<file path="config.mk">
export PLATFORM = sky130hd
export DESIGN_NAME = apb_master_bridge1
export DESIGN_NICKNAME = d
export VERILOG_FILES = /design/src/rtl/apb_master_pkg1.sv /design/src/rtl/apb_mst_timer1.sv /design/src/rtl/apb_master_bridge1.sv
export SDC_FILE = /design/constraint.sdc
export NUM_CORES = 1
export LEC_CHECK = 0
export CAP_MARGIN = 10
export CELL_PAD_IN_SITES_DETAIL_PLACEMENT = 2
export CELL_PAD_IN_SITES_GLOBAL_PLACEMENT = 2
export CORE_AREA = 2 2 136 138
export DETAILED_ROUTE_END_ITERATION = 6
export DIE_AREA = 0 0 138 140
export PLACE_DENSITY_LB_ADDON = 0.25
export REMOVE_ABC_BUFFERS = 1
export SETUP_SLACK_MARGIN = 0.02
export SLEW_MARGIN = 25
export SYNTH_ARGS = -nofsm -noshare
export SYNTH_HDL_FRONTEND = slang
export SYNTH_HIERARCHICAL = 1
export SYNTH_SLANG_ARGS = --single-unit
</file>
<file path="constraint.sdc">
create_clock -name pclock1 -period 2.09 [get_ports pclock1]
set_input_delay 0.627 -clock pclock1 [delete_from_list [all_inputs] [get_ports pclock1]]
set_output_delay 0.627 -clock pclock1 [all_outputs]
set_load 0.05 [all_outputs]
</file>
<file path="src/rtl/apb_master_pkg1.sv">
// ============================================================================
// Module      : apb_master_pkg1
// Description : Shared state encoding, default widths and helpers for the
//               APB master bridge.
// Revision    : 1.0 - initial release
// ============================================================================
`default_nettype none

package apb_master_pkg1;

    // Bridge transfer phases
    typedef enum logic [1:0] {
        ST_IDLE   = 2'd0,
        ST_SETUP  = 2'd1,
        ST_ACCESS = 2'd2
    } apb_mst_state_e;

    localparam int c_paddr_width_dflt  = 32;
    localparam int c_pwdata_width_dflt = 32;
    localparam int c_prdata_width_dflt = 32;
    localparam int c_timeout_dflt      = 16;

    // Counter width able to hold the value t (at least one bit)
    function automatic int cnt_width(input int t);
        if (t < 1) begin
            return 1;
        end
        return $clog2(t + 1);
    endfunction

endpackage

`default_nettype wire

</file>
<file path="src/rtl/apb_mst_timer1.sv">
// ============================================================================
// Module      : apb_mst_timer1
// Description : ACCESS-phase wait counter. Clears on request, counts enabled
//               cycles and flags when the count equals a nonzero limit.
// Revision    : 1.0 - initial release
// ============================================================================
`default_nettype none

module apb_mst_timer1 #(
    parameter int CNT_WIDTH = 5
) (
    input  logic                 pclock1,
    input  logic                 preset1,
    input  logic                 clear,
    input  logic                 enable,
    input  logic [CNT_WIDTH-1:0] limit,
    output logic                 expired
);

    logic [CNT_WIDTH-1:0] r_count;

    // A zero limit disables expiry entirely
    assign expired = (limit != '0) && (r_count == limit);

    // Count waited cycles; hold once expired or at the counter ceiling
    always_ff @(posedge pclock1 or negedge preset1) begin
        if (!preset1) begin
            r_count <= '0;
        end else if (clear) begin
            r_count <= '0;
        end else if (enable && !expired && (r_count != '1)) begin
            r_count <= r_count + 1'b1;
        end
    end

endmodule

`default_nettype wire

</file>
<file path="src/rtl/apb_master_bridge1.sv">
// ============================================================================
// Module      : apb_master_bridge1
// Description : Single-slave APB master. Accepts one request at a time from a
//               valid/ready port, runs SETUP/ACCESS, and returns a one-cycle
//               response with read data, slave error and timeout status.
// Revision    : 1.0 - initial release
// ============================================================================
`default_nettype none

module apb_master_bridge1
    import apb_master_pkg1::*;
#(
    parameter int PADDR_WIDTH1    = c_paddr_width_dflt,
    parameter int PWDATA_WIDTH1   = c_pwdata_width_dflt,
    parameter int PRDATA_WIDTH1   = c_prdata_width_dflt,
    parameter int TIMEOUT_CYCLES1 = c_timeout_dflt
) (
    input  logic                     pclock1,
    input  logic                     preset1,
    input  logic                     req_valid1,
    output logic                     req_ready1,
    input  logic                     req_write1,
    input  logic [PADDR_WIDTH1-1:0]  req_addr1,
    input  logic [PWDATA_WIDTH1-1:0] req_wdata1,
    output logic                     rsp_valid1,
    output logic [PRDATA_WIDTH1-1:0] rsp_rdata1,
    output logic                     rsp_err1,
    output logic                     rsp_timeout1,
    output logic [PADDR_WIDTH1-1:0]  paddr1,
    output logic                     prwd1,
    output logic [PWDATA_WIDTH1-1:0] pwdata1,
    output logic                     psel1,
    output logic                     penable1,
    input  logic [PRDATA_WIDTH1-1:0] prdata1,
    input  logic                     pslverr1,
    input  logic                     pready1
);

    localparam int CNT_WIDTH = cnt_width(TIMEOUT_CYCLES1);
    localparam logic [CNT_WIDTH-1:0] c_limit = CNT_WIDTH'(TIMEOUT_CYCLES1);

    apb_mst_state_e r_state;
    logic           w_timer_clear;
    logic           w_timer_enable;
    logic           w_expired;

    // Requests are only taken while no transfer is in flight
    assign req_ready1 = (r_state == ST_IDLE);

    // Counter restarts each transfer; only stalled ACCESS cycles count
    assign w_timer_clear  = (r_state == ST_SETUP);
    assign w_timer_enable = (r_state == ST_ACCESS) && !pready1;

    apb_mst_timer1 #(
        .CNT_WIDTH (CNT_WIDTH)
    ) u_timer (
        .pclock1 (pclock1),
        .preset1 (preset1),
        .clear   (w_timer_clear),
        .enable  (w_timer_enable),
        .limit   (c_limit),
        .expired (w_expired)
    );

    // Transfer sequencer with registered APB and response outputs
    always_ff @(posedge pclock1 or negedge preset1) begin
        if (!preset1) begin
            r_state      <= ST_IDLE;
            paddr1       <= '0;
            prwd1        <= 1'b0;
            pwdata1      <= '0;
            psel1        <= 1'b0;
            penable1     <= 1'b0;
            rsp_valid1   <= 1'b0;
            rsp_rdata1   <= '0;
            rsp_err1     <= 1'b0;
            rsp_timeout1 <= 1'b0;
        end else begin
            rsp_valid1 <= 1'b0;
            unique case (r_state)
                ST_IDLE: begin
                    if (req_valid1) begin
                        paddr1  <= req_addr1;
                        prwd1   <= req_write1;
                        pwdata1 <= req_wdata1;
                        psel1   <= 1'b1;
                        r_state <= ST_SETUP;
                    end
                end
                ST_SETUP: begin
                    penable1 <= 1'b1;
                    r_state  <= ST_ACCESS;
                end
                ST_ACCESS: begin
                    // A ready slave wins over a timeout in the same cycle
                    if (pready1) begin
                        psel1        <= 1'b0;
                        penable1     <= 1'b0;
                        rsp_valid1   <= 1'b1;
                        rsp_err1     <= pslverr1;
                        rsp_timeout1 <= 1'b0;
                        rsp_rdata1   <= prwd1 ? '0 : prdata1;
                        r_state      <= ST_IDLE;
                    end else if (w_expired) begin
                        psel1        <= 1'b0;
                        penable1     <= 1'b0;
                        rsp_valid1   <= 1'b1;
                        rsp_err1     <= 1'b1;
                        rsp_timeout1 <= 1'b1;
                        rsp_rdata1   <= '0;
                        r_state      <= ST_IDLE;
                    end
                end
                default: begin
                    psel1    <= 1'b0;
                    penable1 <= 1'b0;
                    r_state  <= ST_IDLE;
                end
            endcase
        end
    end

endmodule

`default_nettype wire
</file>
**Yosys cells after proc, flatten, opt, wreduce, memory -nomap -nowiden**

Cells that the tools add are included.

- Flip-flop bits (word level): 109
- Input bits: 102
- Output and inout port bits: 103
- Logic and storage cells: 53

- $add $sub $neg: 1
- Eq/ne operators: 6
- Muxes and demuxes: 20
- Bitwise logic cells: 2
- Reduce and logical (&&, ||, !) cells: 13

Operators with widths:

| operator | count |
|---|---|
| 32-bit two-way mux | 3 |
| 5-bit two-way mux | 2 |
| 1-bit two-way mux | 9 |
| 2-bit AND reduction | 4 |
| 2-bit two-way mux | 3 |
| 1-bit one-hot mux with 3 select lines | 2 |
| 2-bit one-hot mux with 3 select lines | 1 |
| 5-bit by 1-bit adder with 5-bit output (second input constant) | 1 |
| 5-bit == test (second input constant) | 1 |
| 5-bit inequality test (second input constant) | 1 |
| 2-bit nonzero test | 2 |
| 1-bit logical AND | 3 |
| 3-bit by 2-bit inequality test with 1-bit output (second input constant) | 1 |
| 3-bit AND reduction | 1 |
| 2-bit by 1-bit == test with 1-bit output (second input constant) | 1 |
| 2-bit == test (second input constant) | 1 |
| 1-bit zero test | 2 |
| 2-bit zero test | 1 |
| 2-bit inequality test (second input constant) | 1 |
| 1-bit inverter | 2 |

**Depth between registers and ports, before layout**

Gate-level depths: netlist (run 1).

- Word-level depth: 6
- Depth in mapped cells: 7

**Modules after synthesis**

Netlist (run 1), hierarchy kept.

Modules (own cells, without submodules):

| module | instances | cells each | area an instance (um^2) | seq. area each (um^2) |
|---|---|---|---|---|
| apb_master_bridge1 | 1 | 309 | 4018.9 | 2602.5 |
| apb_mst_timer1 | 1 | 40 | 395.4 | 125.1 |

**Least setup slack after synthesis (run 1)**

Ideal clock, no wire load.

- Kind: register to register
- From: reg u_timer.r_count[0]
- To: reg u_timer.r_count[2]
- Setup time: 0.128 ns
- Data arrival time: 1.667 ns
- Setup slack: 0.296 ns
- Stages on the path, launching flop included: 7
- Path buffers: 0
- Clock period less this slack: 1.794 ns
- Cell sequence: dfrtp_1 -> ha_1 -> and3_1 -> ha_1 -> nand2b_1 -> a211oi_1 -> mux2_1

- Longest elaborated chain between the ends: 5
- Elaborated cells on any way between the ends: 9
- Classes of those cells: add/sub: 1; eq/ne: 2; mux: 2; reduce/logical: 4

RTL lines:

| item | RTL line | text |
|---|---|---|
| start, declared | apb_mst_timer1.sv:20 | `logic [CNT_WIDTH-1:0] r_count;` |
| start signal, assigned | apb_mst_timer1.sv:32 | `r_count <= r_count + 1'b1;` |
| parallel branches: the longest is 5 deep, another holds 5-bit by 1-bit adder with 5-bit output | - |  |

Several ways; the timed one is not identified. The select of a mux whose other input is x is not followed.
A chain may end at the register's enable or synchronous reset.

**Final worst setup path (run 1)**

- From: reg u_timer.r_count[0]
- To: reg u_timer.r_count[3]

Same word-level chain as after synthesis.

==> results of run 1 <==
[sequential cells by signal, indices dropped and copies added (netlist names)]
register	flops
penable1	1
r_state	2
psel1	1
rsp_valid1	1
prwd1	1
pwdata1	32
u_timer/r_count	5
rsp_timeout1	1
rsp_err1	1
rsp_rdata1	32
paddr1	32
[cell families (layout without fill, tap and decap cells)]
kind of cell	count (synthesis)	in the layout	share of synthesized area [%]
other	2	10	0.170
flip-flops	109	109	61.8
AO/OA/AOI/OAI	76	76	9.07
adder cells (fa/ha/maj)	2	2	0.567
buffers and inverters	25	245	3.03
AND/OR/NAND/NOR	61	61	6.69
multiplexers	70	70	17.9
XOR/XNOR	4	4	0.794
[metrics by stage]
step | setup TNS (ps) | total power [mW]
floorplan | -113080 | 8.19
global placement | -262 | 10.8
detailed placement | -88.8 | 11.0
CTS | 0 | 12.9
global route | 0 | 13.4
finish | 0 | 12.6
[cell type report]
type | count | area, sq um
multi-input cells | 223 | 1600
flip-flops and latches | 109 | 2730
clock inverters | 6 | 75.1
fillers | 1861 | 10800
repair buffers | 225 | 2090
clock buffers | 10 | 229
inverters | 4 | 15.0
well taps | 229 | 287
[layer usage]
metal  up-vias  part of all wire [%]  track usage (%)
li1       1637                     -                -
met1      1770                    46             21.4
met2       164                    45             24.5
met3        13                   7.1             4.75
met4         0                   1.2             4.67
met5         -                     0                0
[how the worst max path moves through the flow]
| stage | endpoint | cells past startpoint |
|---|---|---|
| after CTS | u_timer/r_count[2]$_DFFE_PN0P_ | 6 |
| after detailed placement | pwdata1[31]$_DFFE_PN0P_ | 5 |
| after global placement | pwdata1[17]$_DFFE_PN0P_ | 5 |
| after floorplan | paddr1[23]$_DFFE_PN0P_ | 2 |
| after global routing | u_timer/r_count[3]$_DFFE_PN0P_ | 6 |
| final | u_timer/r_count[3]$_DFFE_PN0P_ | 6 |
[power groups by stage]
stage	sequential (mW)	combinational, mW	clock (mW)
floorplan	6.87	1.32	0
global route	3.83	7.58	1.98
global placement	3.65	7.13	0
detailed placement	3.72	7.27	0
CTS	3.69	7.28	1.89
finish	3.67	7.18	1.79
[synth_stat cells (all sizes together)]
master	number
o22a	1
and2b	1
conb	2
nand2b	6
or2	1
mux2	68
nor2	8
mux2i	2
xor2	4
a21oi	4
nand2	35
inv	4
ha	2
o21ai	67
dfrtp	109
a211oi	2
nor2b	4
buf	13
nand3	1
and2	1
nor3b	1
a31oi	1
a21o	1
clkbuf	8
nor4	2
and3	1
==> metrics.txt, run 1 <==
fin util 39.5%; first-pass GRT wire length 24100 um; initial antenna violation count 0; CP top delay family flip-flops; Max Cap Violations 0; worst flop-to-flop path endpoint u_timer/r_count[3]$_DFFE_PN0P_; Hold Buf Count CTS 0; Sw Share 49.3%; cell count after placement 790; # H-tree levels 3; DRC errors left 0; Setup Skew 7.13 ps; Initial Utilization 24.8%; Reg2Reg Launch Point u_timer/r_count[0]$_DFFE_PN0P_; share of total power in the clock network 14.2%; Final Instance Area 7020 sq um; initial DRC count 74; layout cells sized above 1 32.1%; Tcrit/Tclk final 93.8%; Resize count post-CTS 0; ranking of synthesized cells by area dfrtp_1 62%, mux2_2 8.9%, mux2_1 8.2%; worst IR drop on VDD 0.000979 V; via count 3584; IO Port Bufs 204; post-synth design cell area 4410 sq um; most common library cell in the layout ignoring fill and taps buf_4; ANT nets after route 0; largest net degree at the start of global routing 35; Worst Setup Slack, final 129 ps; clock root buffer clkbuf_16; core area 17800 sq um; post-DP HPWL 10900 um; Total GRT Usage 15.8%; Yosys Warn Count 6; #FFs+latches synth 109; CTS tree built; CTS Buf Count 9; Layout area overhead 59.1%; Slew Limit Fails 0; status finished clean; die area 19300 sq um; worst-path fanout max 5; arrival time worst endpoint 2200 ps; endpoints failing setup 0; vias per cell 4.45; critical path's slowest cell dfrtp_1; final hold vios 0; post-synthesis sequential area ratio 61.8%; Tmin final 1960 ps; cell accounting for the most synthesized area dfrtp_1; total grt overflow 0; DP Area 6710 sq um; CP required 2330 ps; CP Capture Type register; diode count 0; most frequent cells in the layout 113 x buf_4, 109 x dfrtp_1, 100 x clkdlybuf4s50_1; Hold Crit Class in2async; clk_lat worst skew 350 ps; WP buf/inv 0; Fmax 510 MHz; startpoint types register; worst path cell trace ha_1 -> and3_1 -> ha_1 -> nand2b_1 -> a211oi_1 -> mux2_1; Logic pwr share 56.8%; Post-Route WL 14600 um; pre-CTS setup slack -14.7 ps; Power Internal 6.41 mW; flop-to-flop setup slack 130 ps; RD Place Congestion 0.762; Hold WS 227 ps; number of setup buffers added after CTS 0; Net count, final 676; slowest cell delay on critical path 450 ps; synthesized area per cell 12.6 sq um; switching power 6.23 mW; # clock sinks 109; IO Count 205; library cells used by synthesis 36; Clock transition at path regs 80 ps; Seq pwr share 29.0%; Syn Inst Count 349; Site Rows 49; RSZ-0062 raised after global routing true; Reg2Reg Depth 6; 1st-pass router iterations 4; vias in the first global route 4074; share of the synthesized area in the top cell type 61.8%; P per Cell Area 1800 nW/um^2; DR WL/cell 18.1 um; Critical Path Source u_timer/r_count[0]$_DFFE_PN0P_; leakage 3.12 nW; CTS Buffer Depth 2; Non-Filler Instances 806; die height 140 um; Setup CP Type reg2reg; die width 138 um; CP most frequent cell ha_1
Note: power is estimated with default switching activity, not from simulation.
==> run 2: changes to the inputs <==
--- a/config.mk
+++ b/config.mk
@@ -13,7 +13,7 @@
 export DIE_AREA = 0 0 138 140
 export PLACE_DENSITY_LB_ADDON = 0.25
 export REMOVE_ABC_BUFFERS = 1
-export SETUP_SLACK_MARGIN = 0.02
+export SETUP_SLACK_MARGIN = 0.4
 export SLEW_MARGIN = 25
 export SYNTH_ARGS = -nofsm -noshare
 export SYNTH_HDL_FRONTEND = slang
==> run 2 against run 1 <==
Critical path depth grew 1; total power grew 5.3%; register-to-register slack gained 160 ps; non-clock buffer count grew 21; flip-flop and latch count is the same; setup slack gained 160 ps; final area grew 8.6%; critical endpoint is now rsp_rdata1[22]$_DFFE_PN0P_.
==> metrics.txt, run 2 (same netlist as run 1, synthesis figures left out) <==
status finished clean; via count 3698; layout cells sized above 1 44.6%; Setup CP Type reg2reg; Post-Route WL 15900 um; vias per cell 4.47; Hold Crit Class in2async; worst IR drop on VDD 0.000980 V; CP required 2370 ps; CTS tree built; diode count 0; P per Cell Area 1750 nW/um^2; IO Port Bufs 204; die width 138 um; Total GRT Usage 16.6%; DP Area 6710 sq um; initial antenna violation count 0; final hold vios 0; Tightest Pin Transition 514 ps; Net count, final 697; worst-path fanout max 8; Tcrit/Tclk final 86.0%; Tmin final 1800 ps; core area 17800 sq um; most frequent cells in the layout 120 x buf_4, 105 x dfrtp_1, 99 x clkdlybuf4s50_1; DR WL/cell 19.2 um; Initial Utilization 24.8%; arrival time worst endpoint 2080 ps; relative slew slack 65.8%; clock root buffer clkbuf_16; Max Cap Violations 0; endpoints failing setup 0; Power, Total 13.3 mW; vias in the first global route 4195; Site Rows 49; Layout area overhead 72.8%; Slew Limit Fails 0; IO Count 205; initial DRC count 88; # clock sinks 109; clk_lat worst skew 350 ps; die area 19300 sq um; RD Place Congestion 0.762; Final Instance Area 7630 sq um; leakage 3.34 nW; total grt overflow 0; DRC errors left 0; RSZ-0062 raised after global routing true; largest net degree at the start of global routing 35; Fmax 556 MHz; Setup Skew 5.69 ps; CTS Buf Count 9; # H-tree levels 3; CP Capture Type register; Clock transition at path regs 80 ps; die height 140 um; Reg2Reg Depth 7; post-DP HPWL 10900 um; most common library cell in the layout ignoring fill and taps buf_4; 1st-pass router iterations 4; startpoint types register; first-pass GRT wire length 25200 um; ANT nets after route 0; CTS Buffer Depth 2; largest registers paddr1: 32 flops, pwdata1: 32 flops, rsp_rdata1: 32 flops
[run 2: metal layers]
layer / vias up / share of wire (%) / GRT usage (%)
li1: 1688 / - / -
met1: 1835 / 44 / 22.1
met2: 163 / 48 / 26.5
met3: 12 / 6.8 / 4.82
met4: 0 / 0.99 / 4.35
met5: - / 0 / 0
[run 2: path summary, 6_finish.rpt]
path / endpoint / startpoint / slack [ps]
min in group pclock1: pwdata1[25]$_DFFE_PN0P_ / pwdata1[25]$_DFFE_PN0P_ / 500
hold reg to reg: pwdata1[25]$_DFFE_PN0P_ / pwdata1[25]$_DFFE_PN0P_ / 500
setup reg to reg: rsp_rdata1[22]$_DFFE_PN0P_ / u_timer/r_count[0]$_DFFE_PN0P_ / 290
setup / recovery: rsp_rdata1[22]$_DFFE_PN0P_ / u_timer/r_count[0]$_DFFE_PN0P_ / 290
max in group asynchronous: paddr1[7]$_DFFE_PN0P_ / preset1 / 1290
hold / removal: pwdata1[30]$_DFFE_PN0P_ / preset1 / 230
[run 2: metrics by stage]
| step | setup TNS (ps) | hold slack (ps) | util, % | std cells | worst slack, ps |
|---|---|---|---|---|---|
| after floorplan | -113080 | 331 | - | 336 | -1720 |
| after global placement | -262 | 469 | 37.8 | 790 | -16.9 |
| after detailed placement | -88.8 | 480 | 37.8 | 790 | -14.7 |
| after CTS | 0 | 227 | 41.0 | 820 | 341 |
| after global routing | 0 | 238 | 42.9 | 827 | 221 |
| final | 0 | 229 | 42.9 | 827 | 292 |
[run 2: critical path, stage by stage (launching register included)]
cell	delay, ps
dfrtp_2	460
xor2_2	170
nor4_4	310
and2_4	230
buf_6	110
o21ai_4	110
clkbuf_16	210
o21ai_2	110
[run 2: power by group]
group          internal (mW)  switching, mW
Sequential              3.08          0.629
Clock                  0.954          0.844
Combinational           2.72           5.09
[run 2: cell type report]
cell class	count	area [sq um]
fillers	1815	10200
flip-flops and latches	109	2730
repair buffers	246	2380
multi-input cells	223	1910
well taps	229	287
clock buffers	10	229
clock inverters	6	75.1
inverters	4	15.0
[run 2: what timing repair did]
item,4_1_cts,5_1_grt
hold buffers,0,0
pin swaps,9,33
cloned,3,4
buffers inserted,11,3
endpoints found under the setup margin,70,50
gates resized for setup,67,72
